`config.mk`:
```
export PLATFORM = sky130hd
export DESIGN_NAME = cv32e40p_wb_arbiter
export DESIGN_NICKNAME = d
export VERILOG_FILES = /design/src/rtl/cv32e40p_pkg.sv /design/src/rtl/cv32e40p_wb_fifo.sv /design/src/rtl/cv32e40p_wb_arbiter.sv
export SDC_FILE = /design/constraint.sdc
export NUM_CORES = 1
export LEC_CHECK = 0
export BUFFER_PORTS_ARGS = -buffer_cell sky130_fd_sc_hd__buf_2
export CORE_MARGIN = 1
export CORE_UTILIZATION = 38
export DETAILED_ROUTE_END_ITERATION = 16
export SLEW_MARGIN = 20
export SYNTH_ARGS = -nofsm -noshare
export SYNTH_HDL_FRONTEND = slang
export SYNTH_SLANG_ARGS = --single-unit
```
`constraint.sdc`:
```
create_clock -name clk -period 5.1 [get_ports clk]
set_input_delay 0.255 -clock clk [delete_from_list [all_inputs] [get_ports clk]]
set_output_delay 0.255 -clock clk [all_outputs]
set_load 0.05 [all_outputs]
```
`src/rtl/cv32e40p_pkg.sv`:
```
// cv32e40p_pkg
//   Shared types and constants for the write-back arbiter slice.
//   arb_mode_e : ARB_RR (rotating priority) or ARB_FIXED (lowest index wins)
//   CONT_CNT_W : width of the saturating contention counter
package cv32e40p_pkg;

    typedef enum logic {
        ARB_RR    = 1'b0,
        ARB_FIXED = 1'b1
    } arb_mode_e;

    localparam int CONT_CNT_W = 16;

endpackage

```
`src/rtl/cv32e40p_wb_fifo.sv`:
```
// cv32e40p_wb_fifo
//   Per-channel result buffer. DEPTH must be a power of two so the pointers
//   wrap naturally.
//   Ports:
//     clk, rst      clock, async active-high reset
//     push, wdata   enqueue (ignored when full or flushing)
//     pop           dequeue head (ignored when empty or flushing)
//     flush         drop all contents, including a same-cycle push
//     full, empty   occupancy status
//     head          oldest entry (valid when !empty)
module cv32e40p_wb_fifo #(
    parameter int DEPTH = 2,
    parameter int WIDTH = 38
) (
    input  logic             clk,
    input  logic             rst,
    input  logic             push,
    input  logic             pop,
    input  logic             flush,
    input  logic [WIDTH-1:0] wdata,
    output logic             full,
    output logic             empty,
    output logic [WIDTH-1:0] head
);

    localparam int PTR_W = (DEPTH > 1) ? $clog2(DEPTH) : 1;
    localparam logic [PTR_W:0] CNT_ONE  = (PTR_W+1)'(1);
    localparam logic [PTR_W:0] CNT_FULL = (PTR_W+1)'(DEPTH);

    logic [WIDTH-1:0] mem [DEPTH];
    logic [PTR_W-1:0] wr_ptr, rd_ptr;
    logic [PTR_W:0]   count;
    logic             push_ok, pop_ok;

    assign full    = (count == CNT_FULL);
    assign empty   = (count == '0);
    assign head    = mem[rd_ptr];
    assign push_ok = push & ~full & ~flush;
    assign pop_ok  = pop & ~empty & ~flush;

    always_ff @(posedge clk or posedge rst) begin
        if (rst) begin
            wr_ptr <= '0;
            rd_ptr <= '0;
            count  <= '0;
        end else if (flush) begin
            wr_ptr <= '0;
            rd_ptr <= '0;
            count  <= '0;
        end else begin
            if (push_ok) wr_ptr <= wr_ptr + PTR_W'(1);
            if (pop_ok)  rd_ptr <= rd_ptr + PTR_W'(1);
            case ({push_ok, pop_ok})
                2'b10:   count <= count + CNT_ONE;
                2'b01:   count <= count - CNT_ONE;
                default: count <= count;
            endcase
        end
    end

    // Storage needs no reset: occupancy is tracked by count.
    always_ff @(posedge clk) begin
        if (push_ok) mem[wr_ptr] <= wdata;
    end

endmodule

```
`src/rtl/cv32e40p_wb_arbiter.sv`:
```
// cv32e40p_wb_arbiter
//   Collects results from NUM_CH producers into per-channel FIFOs and
//   serialises them onto one register-file write port, one write per cycle.
//   Ports:
//     clk, rst                     clock, async active-high reset
//     ch_valid_i/waddr_i/wdata_i   per-channel result offer
//     ch_ready_o                   per-channel FIFO not full
//     wb_ready_i                   write port available (stalls grants only)
//     flush_i                      discard everything pending
//     cnt_clr_i                    clear contention counter
//     wb_we_o/waddr_o/wdata_o      registered write to register file
//     contention_o                 grant last cycle had a losing competitor
//     contention_cnt_o             saturating count of contention pulses
//     busy_o                       anything pending or being written
module cv32e40p_wb_arbiter
    import cv32e40p_pkg::*;
#(
    parameter int        NUM_CH   = 4,
    parameter int        DATA_W   = 32,
    parameter int        ADDR_W   = 6,
    parameter int        DEPTH    = 2,
    parameter arb_mode_e ARB_MODE = ARB_RR
) (
    input  logic                              clk,
    input  logic                              rst,
    input  logic [NUM_CH-1:0]                 ch_valid_i,
    input  logic [NUM_CH-1:0][ADDR_W-1:0]     ch_waddr_i,
    input  logic [NUM_CH-1:0][DATA_W-1:0]     ch_wdata_i,
    output logic [NUM_CH-1:0]                 ch_ready_o,
    input  logic                              wb_ready_i,
    input  logic                              flush_i,
    input  logic                              cnt_clr_i,
    output logic                              wb_we_o,
    output logic [ADDR_W-1:0]                 wb_waddr_o,
    output logic [DATA_W-1:0]                 wb_wdata_o,
    output logic                              contention_o,
    output logic [CONT_CNT_W-1:0]             contention_cnt_o,
    output logic                              busy_o
);

    localparam int ENT_W = ADDR_W + DATA_W;
    localparam int CH_W  = $clog2(NUM_CH);

    logic [NUM_CH-1:0]            full, empty, pending, push, gnt_oh;
    logic [NUM_CH-1:0][ENT_W-1:0] head;
    logic [CH_W-1:0]              rr_ptr, gnt_idx;
    logic                         gnt_en, found, others;

    genvar g;
    generate
        for (g = 0; g < NUM_CH; g++) begin : g_ch
            assign push[g] = ch_valid_i[g] & ~full[g];

            cv32e40p_wb_fifo #(
                .DEPTH (DEPTH),
                .WIDTH (ENT_W)
            ) u_fifo (
                .clk   (clk),
                .rst   (rst),
                .push  (push[g]),
                .pop   (gnt_oh[g]),
                .flush (flush_i),
                .wdata ({ch_waddr_i[g], ch_wdata_i[g]}),
                .full  (full[g]),
                .empty (empty[g]),
                .head  (head[g])
            );
        end
    endgenerate

    // Ready comes from "full" alone, so a full FIFO refuses even while popping.
    assign ch_ready_o = ~full;
    assign pending    = ~empty;
    assign gnt_en     = wb_ready_i & ~flush_i & (|pending);

    always_comb begin
        gnt_idx = '0;
        found   = 1'b0;
        if (ARB_MODE == ARB_FIXED) begin
            for (int i = 0; i < NUM_CH; i++) begin
                if (!found && pending[i]) begin
                    found   = 1'b1;
                    gnt_idx = CH_W'(i);
                end
            end
        end else begin
            // Scan starting at rr_ptr, wrapping around the channel count.
            for (int k = 0; k < NUM_CH; k++) begin
                if (!found && pending[(int'(rr_ptr) + k) % NUM_CH]) begin
                    found   = 1'b1;
                    gnt_idx = CH_W'((int'(rr_ptr) + k) % NUM_CH);
                end
            end
        end
    end

    assign gnt_oh = gnt_en ? (NUM_CH'(1) << gnt_idx) : '0;
    assign others = |(pending & ~gnt_oh);

    always_ff @(posedge clk or posedge rst) begin
        if (rst) begin
            rr_ptr       <= '0;
            wb_we_o      <= 1'b0;
            wb_waddr_o   <= '0;
            wb_wdata_o   <= '0;
            contention_o <= 1'b0;
        end else begin
            wb_we_o      <= gnt_en;
            contention_o <= gnt_en & others;
            if (gnt_en) begin
                {wb_waddr_o, wb_wdata_o} <= head[gnt_idx];
                rr_ptr <= (gnt_idx == CH_W'(NUM_CH - 1)) ? '0 : gnt_idx + CH_W'(1);
            end
        end
    end

    // Counts contention_o pulses; clear has priority over a same-cycle pulse.
    always_ff @(posedge clk or posedge rst) begin
        if (rst) begin
            contention_cnt_o <= '0;
        end else if (cnt_clr_i) begin
            contention_cnt_o <= '0;
        end else if (contention_o && (contention_cnt_o != '1)) begin
            contention_cnt_o <= contention_cnt_o + CONT_CNT_W'(1);
        end
    end

    assign busy_o = (|pending) | wb_we_o;

endmodule
```
Yosys cells after proc, flatten, opt, wreduce, memory -nomap -nowiden
Memory sizes are Yosys's and may differ from the RTL's.
Index checks and enable logic that the tools add are counted.

operators by class
  add/subtract/negate cells = 21
  magnitude comparators = 5
  eq/ne operators = 14
  shift-type cells = 1
  muxes and demuxes = 56
  bitwise operators = 40
  reduce and logical (&&, ||, !) cells = 29

operators by type and width
  operator                                                     count
  binary-select mux 38 bit (select 2 bit)                      1
  two-way mux 38 bit                                           1
  two-way mux 1 bit                                            34
  two-way mux 16 bit                                           2
  bitwise AND 1 bit                                            23
  == test 2 bit (second input constant)                        9
  two-way mux 2 bit                                            9
  nonzero test 2 bit                                           9
  adder 16 x 1 -> 16 bit (second input constant)               1
  inequality test 16 bit (second input constant)               1
  case mux 2 bit (2 select lines)                              4
  adder 2 x 1 -> 2 bit (second input constant)                 6
  less-than comparator 3 x 4 -> 1 bit (second input constant)  3
  inverter 4 bit                                               3
  nonzero test 3 bit                                           4
  inverter 1 bit                                               9
  adder 1 bit (second input constant)                          8
  binary-select mux 1 bit (select 2 bit)                       4
  == test 2 x 1 -> 1 bit (second input constant)               4
  logical NOT 2 bit                                            4
  OR reduction 4 bit                                           2
  subtractor 2 x 1 -> 2 bit (second input constant)            4
  less-than comparator 2 x 3 -> 1 bit (second input constant)  2
  OR reduction 2 bit                                           3
  other kinds (8)                                              16

storage, ports and cells
  flip-flop bits (word level) = 74
  RAM bits = 304
  input port bits = 161
  output and inout port bits = 61
  logic and storage cells = 188
  memories = 4

memories
  name                depth  width  read ports  clocked after Yosys merged registers in  write ports  line                    RTL
  g_ch[0].u_fifo.mem  2      38     1           0                                        1            cv32e40p_wb_fifo.sv:30  logic [WIDTH-1:0] mem [DEPTH];
  g_ch[1].u_fifo.mem  2      38     1           0                                        1            cv32e40p_wb_fifo.sv:30
  g_ch[2].u_fifo.mem  2      38     1           0                                        1            cv32e40p_wb_fifo.sv:30
  g_ch[3].u_fifo.mem  2      38     1           0                                        1            cv32e40p_wb_fifo.sv:30

Logic depth before layout (Yosys ltp)
  word-level depth = 21
  gate-level depth with buffers = 9
  depth with buffers taken out = 7

Modules after synthesis
Synthesis repeated with hierarchy kept, for this count alone.

unflattened totals
  cell total of the unflattened synthesis = 1,018
  area, all modules = 15,726.3 um^2

modules (own cells, without submodules)
  module               times used  cells each  area each (um^2)  seq. area each (um^2)
  cv32e40p_wb_fifo     4           145         2,969.1           2,382.3
  cv32e40p_wb_arbiter  1           438         3,849.9           1,451.4

Worst setup path after synthesis
No wires, ideal clock.

  path kind = register -> register
  from = register g_ch[3].u_fifo.count[0]
  to = memory g_ch[3].u_fifo.mem[1][0] (enable)
  library setup time = 0.489 ns
  arrival = 4.012 ns
  slack = 0.599 ns
  cell stages (with the launch flop) = 4
  buffers on the path = 0
  path through = dfrtp_1 -> nand2b_1 -> nand2_1 -> nor3b_1

between the ends
  longest elaborated chain between the ends = 7

ends and longest elaborated chain
  item                                       line                                               RTL
  start: declaration                         cv32e40p_wb_fifo.sv:32                             logic [PTR_W:0] count;
  start signal: assignment                   cv32e40p_wb_fifo.sv:54                             2'b10: count <= count + CNT_ONE;
  start signal: assignment                   cv32e40p_wb_fifo.sv:55                             2'b01: count <= count - CNT_ONE;
  start signal: assignment                   cv32e40p_wb_fifo.sv:56                             default: count <= count;
  == test 2 bit *                            cv32e40p_wb_fifo.sv:35                             assign full = (count == CNT_FULL);
  inverter 1 bit *                           cv32e40p_wb_fifo.sv:38, cv32e40p_wb_arbiter.sv:52
  bitwise AND 1 bit                          cv32e40p_wb_arbiter.sv:52                          assign push[g] = ch_valid_i[g] & ~full[g];
  bitwise AND 1 bit * (2 in a row)           cv32e40p_wb_fifo.sv:38                             assign push_ok = push & ~full & ~flush;
  two-way mux 1 bit *                        cv32e40p_wb_fifo.sv:63                             if (push_ok) mem[wr_ptr] <= wdata;
  two-way mux 1 bit (implied by the code) *  cv32e40p_wb_fifo.sv:63
  end: declaration                           cv32e40p_wb_fifo.sv:30

Every way passes the cells marked *; elsewhere a longest branch is shown, timed or not.

Worst setup path after layout
  from = register g_ch[3].u_fifo.count[1]
  to = register g_ch[2].u_fifo.count[1]

between the ends
  longest elaborated chain between the ends = 21
  elaborated cells on any way between the ends = 37
  those cells by class = eq/ne: 2; shift: 1; mux: 21; bitwise: 4; reduce/logical: 9

ends and longest elaborated chain
  item                                                            line                       RTL
  logical NOT 2 bit *                                             cv32e40p_wb_fifo.sv:36     assign empty = (count == '0);
  inverter 4 bit *                                                cv32e40p_wb_arbiter.sv:73  assign pending = ~empty;
  binary-select mux 1 bit (select 2 bit)                          cv32e40p_wb_arbiter.sv:89  if (!found && pending[(int'(rr_ptr) + k) % NUM_CH]) begin
  two-way mux 1 bit (implied by the code)                         cv32e40p_wb_arbiter.sv:89
  two-way mux 1 bit                                               cv32e40p_wb_arbiter.sv:89
  logical NOT 1 bit                                               cv32e40p_wb_arbiter.sv:89
  logical AND 1 bit                                               cv32e40p_wb_arbiter.sv:89
  two-way mux 1 bit                                               cv32e40p_wb_arbiter.sv:89
  [... 4 more ...]                                                -
  logical AND 1 bit                                               cv32e40p_wb_arbiter.sv:89
  two-way mux 2 bit                                               cv32e40p_wb_arbiter.sv:89
  << shifter 1 x 2 -> 4 bit                                       cv32e40p_wb_arbiter.sv:97  assign gnt_oh = gnt_en ? (NUM_CH'(1) << gnt_idx) : '0;
  two-way mux 4 bit *                                             cv32e40p_wb_arbiter.sv:97
  bitwise AND 1 bit * (2 in a row)                                cv32e40p_wb_fifo.sv:39     assign pop_ok = pop & ~empty & ~flush;
  == test 2 x 1 -> 1 bit / == test 2 bit (equally long branches)  cv32e40p_wb_fifo.sv:53     case ({push_ok, pop_ok})
  case mux 2 bit (2 select lines)                                 cv32e40p_wb_fifo.sv:53
  two-way mux 2 bit                                               cv32e40p_wb_fifo.sv:46     end else if (flush) begin
  end signal: assignment                                          cv32e40p_wb_fifo.sv:54
  end signal: assignment                                          cv32e40p_wb_fifo.sv:55
  end signal: assignment                                          cv32e40p_wb_fifo.sv:56
  end: declaration                                                cv32e40p_wb_fifo.sv:32

Every way passes the cells marked *; elsewhere a longest branch is shown, timed or not. The select of a mux whose other input is x is not followed.
A chain may end at the register's enable or synchronous reset.

==> flow_summary_export.csv <==
group,metric,value,unit
timing,period_minus_slack,2706,ps
timing,fin_crit_sh,0.5305,
cells_and_area,antenna_cells,0,
die,io_pins,222,
detailed_routing,via_per_inst,4.967,
worst_setup_path,regToRegStartpoint,"g_ch[3].u_fifo.count[1]",
logic_synthesis,syn_area,15090,sq um
timing,skew,8.178,ps
run,maxCapViolations,0,
cts,cts_tree,"done",
worst_setup_path,r2r_slack,2390,ps
worst_hold_path,hold_start,"ch_valid_i[1]",
detailed_routing,ant_nets,0,
cts,clockBufferDepth,3,
worst_setup_path,endpoint_kind,"flip-flop",
timing,tightest_slew,998.2,ps
power,leakagePower,7.099,nW
detailed_routing,drtIter0Drc,487,
cts,cts_sinks,378,
die,die_h,201.3,um
cts,path_clk_slew,60,ps
die,die_x,201.3,um
worst_setup_path,cp.arrival,3120,ps
timing,maxSlewViolCount,0,
logic_synthesis,synth_nets,1173,
logic_synthesis,synthCells,1011,
logic_synthesis,async_flop_share,0.1958,
logic_synthesis,synth_seq_cells,378,
timing,setup_viol,0,
logic_synthesis,synth_cell_types,51,
global_route,grt_pass1_vias,10030,
global_route,antenna_found_initial,0,
cells_and_area,drive_gt1_frac,0.2320,
worst_setup_path,crit_path_max_incr_delay,830,ps
global_route,grt_max_degree,53,
logic_synthesis,yosysWarnings,0,
worst_setup_path,reg2reg_to,"g_ch[2].u_fifo.count[1]",
detailed_routing,drc,0,
cells_and_area,utilization,0.5046,
die,coreArea,38920,sq um
worst_hold_path,worstHoldPathCells,3,
outcome,status,"finished clean",
power,p_per_area,554.0,nW/um^2
worst_hold_path,hold_path.class,"input port to flip-flop",
timing,max_clock_freq,369.6,MHz
worst_setup_path,slowest_stage,"or3_2",
logic_synthesis,ys_seq_area_frac,0.7275,
worst_setup_path,crit_type,"flip-flop to flip-flop",
timing,hold_ws,39.14,ps
logic_synthesis,synth_area_per_cell,14.93,sq um
timing,hold_viol_final,0,
worst_setup_path,worstPathRequired,5520,ps
die,initial_core_util,0.3878,
placement,port_buffers,221,
worst_setup_path,reg2regPathDepth,6,
cells_and_area,fin_nets,1550,
die,design.die.area,40520,sq um
logic_synthesis,synth_edf_count,304,
power,power,10.88,mW
global_route,grt_util_all_layers,0.1928,
detailed_routing,postRouteWirelength,38360,um
placement,place.gp.congestion,0.7918,
timing,setup_tns,0,ps
worst_setup_path,cp_cell_sequence,"or2_2 > nor2_1 > or3_2 > and3_4 > mux2i_1 > o211ai_1",
placement,hpwl,23580,um
logic_synthesis,synth_flop_cell,"edfxtp_1",
detailed_routing,drt-pass1-iter-count,4,
power,vdd_drop_max,0.4382,mV
placement,place_ws,2386,ps
cts,clockRootBuffer,"clkbuf_16",
worst_hold_path,hold_end,"g_ch[1].u_fifo.count[1]",
timing,fin_ws,2394,ps
global_route,grt_pass1_wl,58480,um
cts,clock_latency,540,ps
global_route,grt.overflow.total,0,
timing,rsz0062_at_grt,"no",
timing,timing.slew.headroom,0.3345,
detailed_routing,vias,9616,
cts,cts_setup_buffers,0,
cts,htreeDepth,2,
worst_setup_path,start_kind,"flip-flop",
detailed_routing,drt-wirelength-per-cell,19.81,um
worst_setup_path,crit_fanout,42,
die,fp-row-count,72,
cts,cts_buffers,41,
cells_and_area,area.growth.synth_to_final,30.11,%
[layer usage]
metal,global-route usage,share of wire,routed length [um]
met4,0.05979,0.017,655
met3,0.03110,0.049,1889
met5,0,0,0
met1,0.2569,0.45,17100
met2,0.3233,0.49,18710
[power by group]
part / total [mW] / internal, mW / switching (mW)
clock: 2.91 / 1.74 / 1.17
combinational: 3.86 / 1.24 / 2.62
sequential: 4.11 / 3.78 / 0.326
total: 10.9 / 6.76 / 4.12
[state kept, by name (all words and copies together) (netlist names)]
signal,count
g_ch.u_fifo.wr_ptr,4
wb_waddr_o,6
rr_ptr,2
contention_cnt_o,16
g_ch.u_fifo.mem,304
contention_o,1
g_ch.u_fifo.rd_ptr,4
wb_we_o,1
g_ch.u_fifo.count,8
wb_wdata_o,32
[cells by family after synthesis]
| kind of cell | share of synthesized area |
|---|---|
| AO/OA/AOI/OAI | 0.06217 |
| XOR/XNOR | 0.01625 |
| adder cells (fa/ha/maj) | 0.0008288 |
| buffers and inverters | 0.02048 |
| flip-flops | 0.7275 |
| multiplexers | 0.1041 |
| AND/OR/NAND/NOR | 0.06864 |
[layout by cell type, fill, tap and decap left out, drive strengths merged, types with 3 or more instances in the layout]
master       Yosys  final
nor2            80     80
nand2b           6      6
clkbuf          33     55
dlygate4sd3      0    153
buf             28    242
nor3             8      8
mux2i          157    157
nor2b            3      3
dfrtp           74     74
and4             3      3
xnor2           14     14
o21ai            9      9
or2              4      4
nand4            5      5
bufinv           0      4
xor2            14     14
nand2           91     91
nand3            8      8
clkinv           0     13
o22ai           40     40
edfxtp         304    304
a31oi           41     41
nor3b            7      7
inv              8      8
a21oi           46     46
nand3b           3      3
[worst max-delay path, delay by kind of cell, from the launching register on]
| kind | cells | cell delay (ps) |
|---|---|---|
| compound gates | 1 | 100 |
| flops | 1 | 490 |
| mux | 1 | 200 |
| simple gates | 4 | 1790 |
[Yosys cell counts, drive strengths merged, types with 2 or more instances]
| master | number | area (sq um) |
|---|---|---|
| a211oi | 2 | 15.01 |
| a21oi | 46 | 234.0 |
| a31oi | 41 | 256.5 |
| and3 | 2 | 17.52 |
| and4 | 3 | 26.28 |
| buf | 28 | 155.1 |
| clkbuf | 33 | 123.9 |
| dfrtp | 74 | 1852 |
| edfxtp | 304 | 9129 |
| inv | 8 | 30.03 |
| mux2i | 157 | 1572 |
| nand2 | 91 | 341.6 |
| nand2b | 6 | 37.54 |
| nand3 | 8 | 40.04 |
| nand3b | 3 | 22.52 |
| nand4 | 5 | 31.28 |
| nor2 | 80 | 302.8 |
| nor2b | 3 | 18.77 |
| nor3 | 8 | 51.30 |
| nor3b | 7 | 63.81 |
| o2111a | 2 | 22.52 |
| o211ai | 2 | 15.01 |
| o21ai | 9 | 45.04 |
| o21bai | 2 | 15.01 |
| o22ai | 40 | 250.2 |
| or2 | 4 | 25.02 |
| or4 | 2 | 15.01 |
| xnor2 | 14 | 122.6 |
| xor2 | 14 | 122.6 |
[worst max-delay path by stage]
stage,start,endpoint,depth (start not counted),slack (ps)
6_report,g_ch[3].u_fifo.count[1],g_ch[2].u_fifo.count[1],6,2390
5_1_grt,g_ch[3].u_fifo.count[1],g_ch[2].u_fifo.count[0],6,2200
4_1_cts,g_ch[3].u_fifo.count[1],g_ch[2].u_fifo.count[1],6,2340
3_5_place_dp,g_ch[3].u_fifo.count[0],g_ch[2].u_fifo.count[1],6,2390
3_3_place_gp,g_ch[1].u_fifo.count[0],g_ch[3].u_fifo.count[1],6,2280
2_1_floorplan,g_ch[3].u_fifo.count[0],g_ch[3].u_fifo.mem[1][0],3,600
[timing repair]
action                                 4_1_cts  5_1_grt
resized for setup                            0        0
endpoints found under the hold margin      327        0
hold buffers                               153        0
[per-stage QoR]
stage	area, sq um	cells
final	19640	1936
after global routing	19640	1936
after CTS	19630	1936
after detailed placement	16780	1710
after global placement	16780	1710
after floorplan	15090	1011
[cell type report]
cell class                      instances  area [sq um]
Fill cell                            3382         19280
Sequential cell                       378         10990
Multi-Input combinational cell        564          3864
Timing Repair Buffer                  395          2795
Clock buffer                           55          1119
Tap cell                              518         648.1
Clock inverter                         18         195.2
Inverter                                8         31.28
No activity file was read; power rests on OpenSTA's default activity.
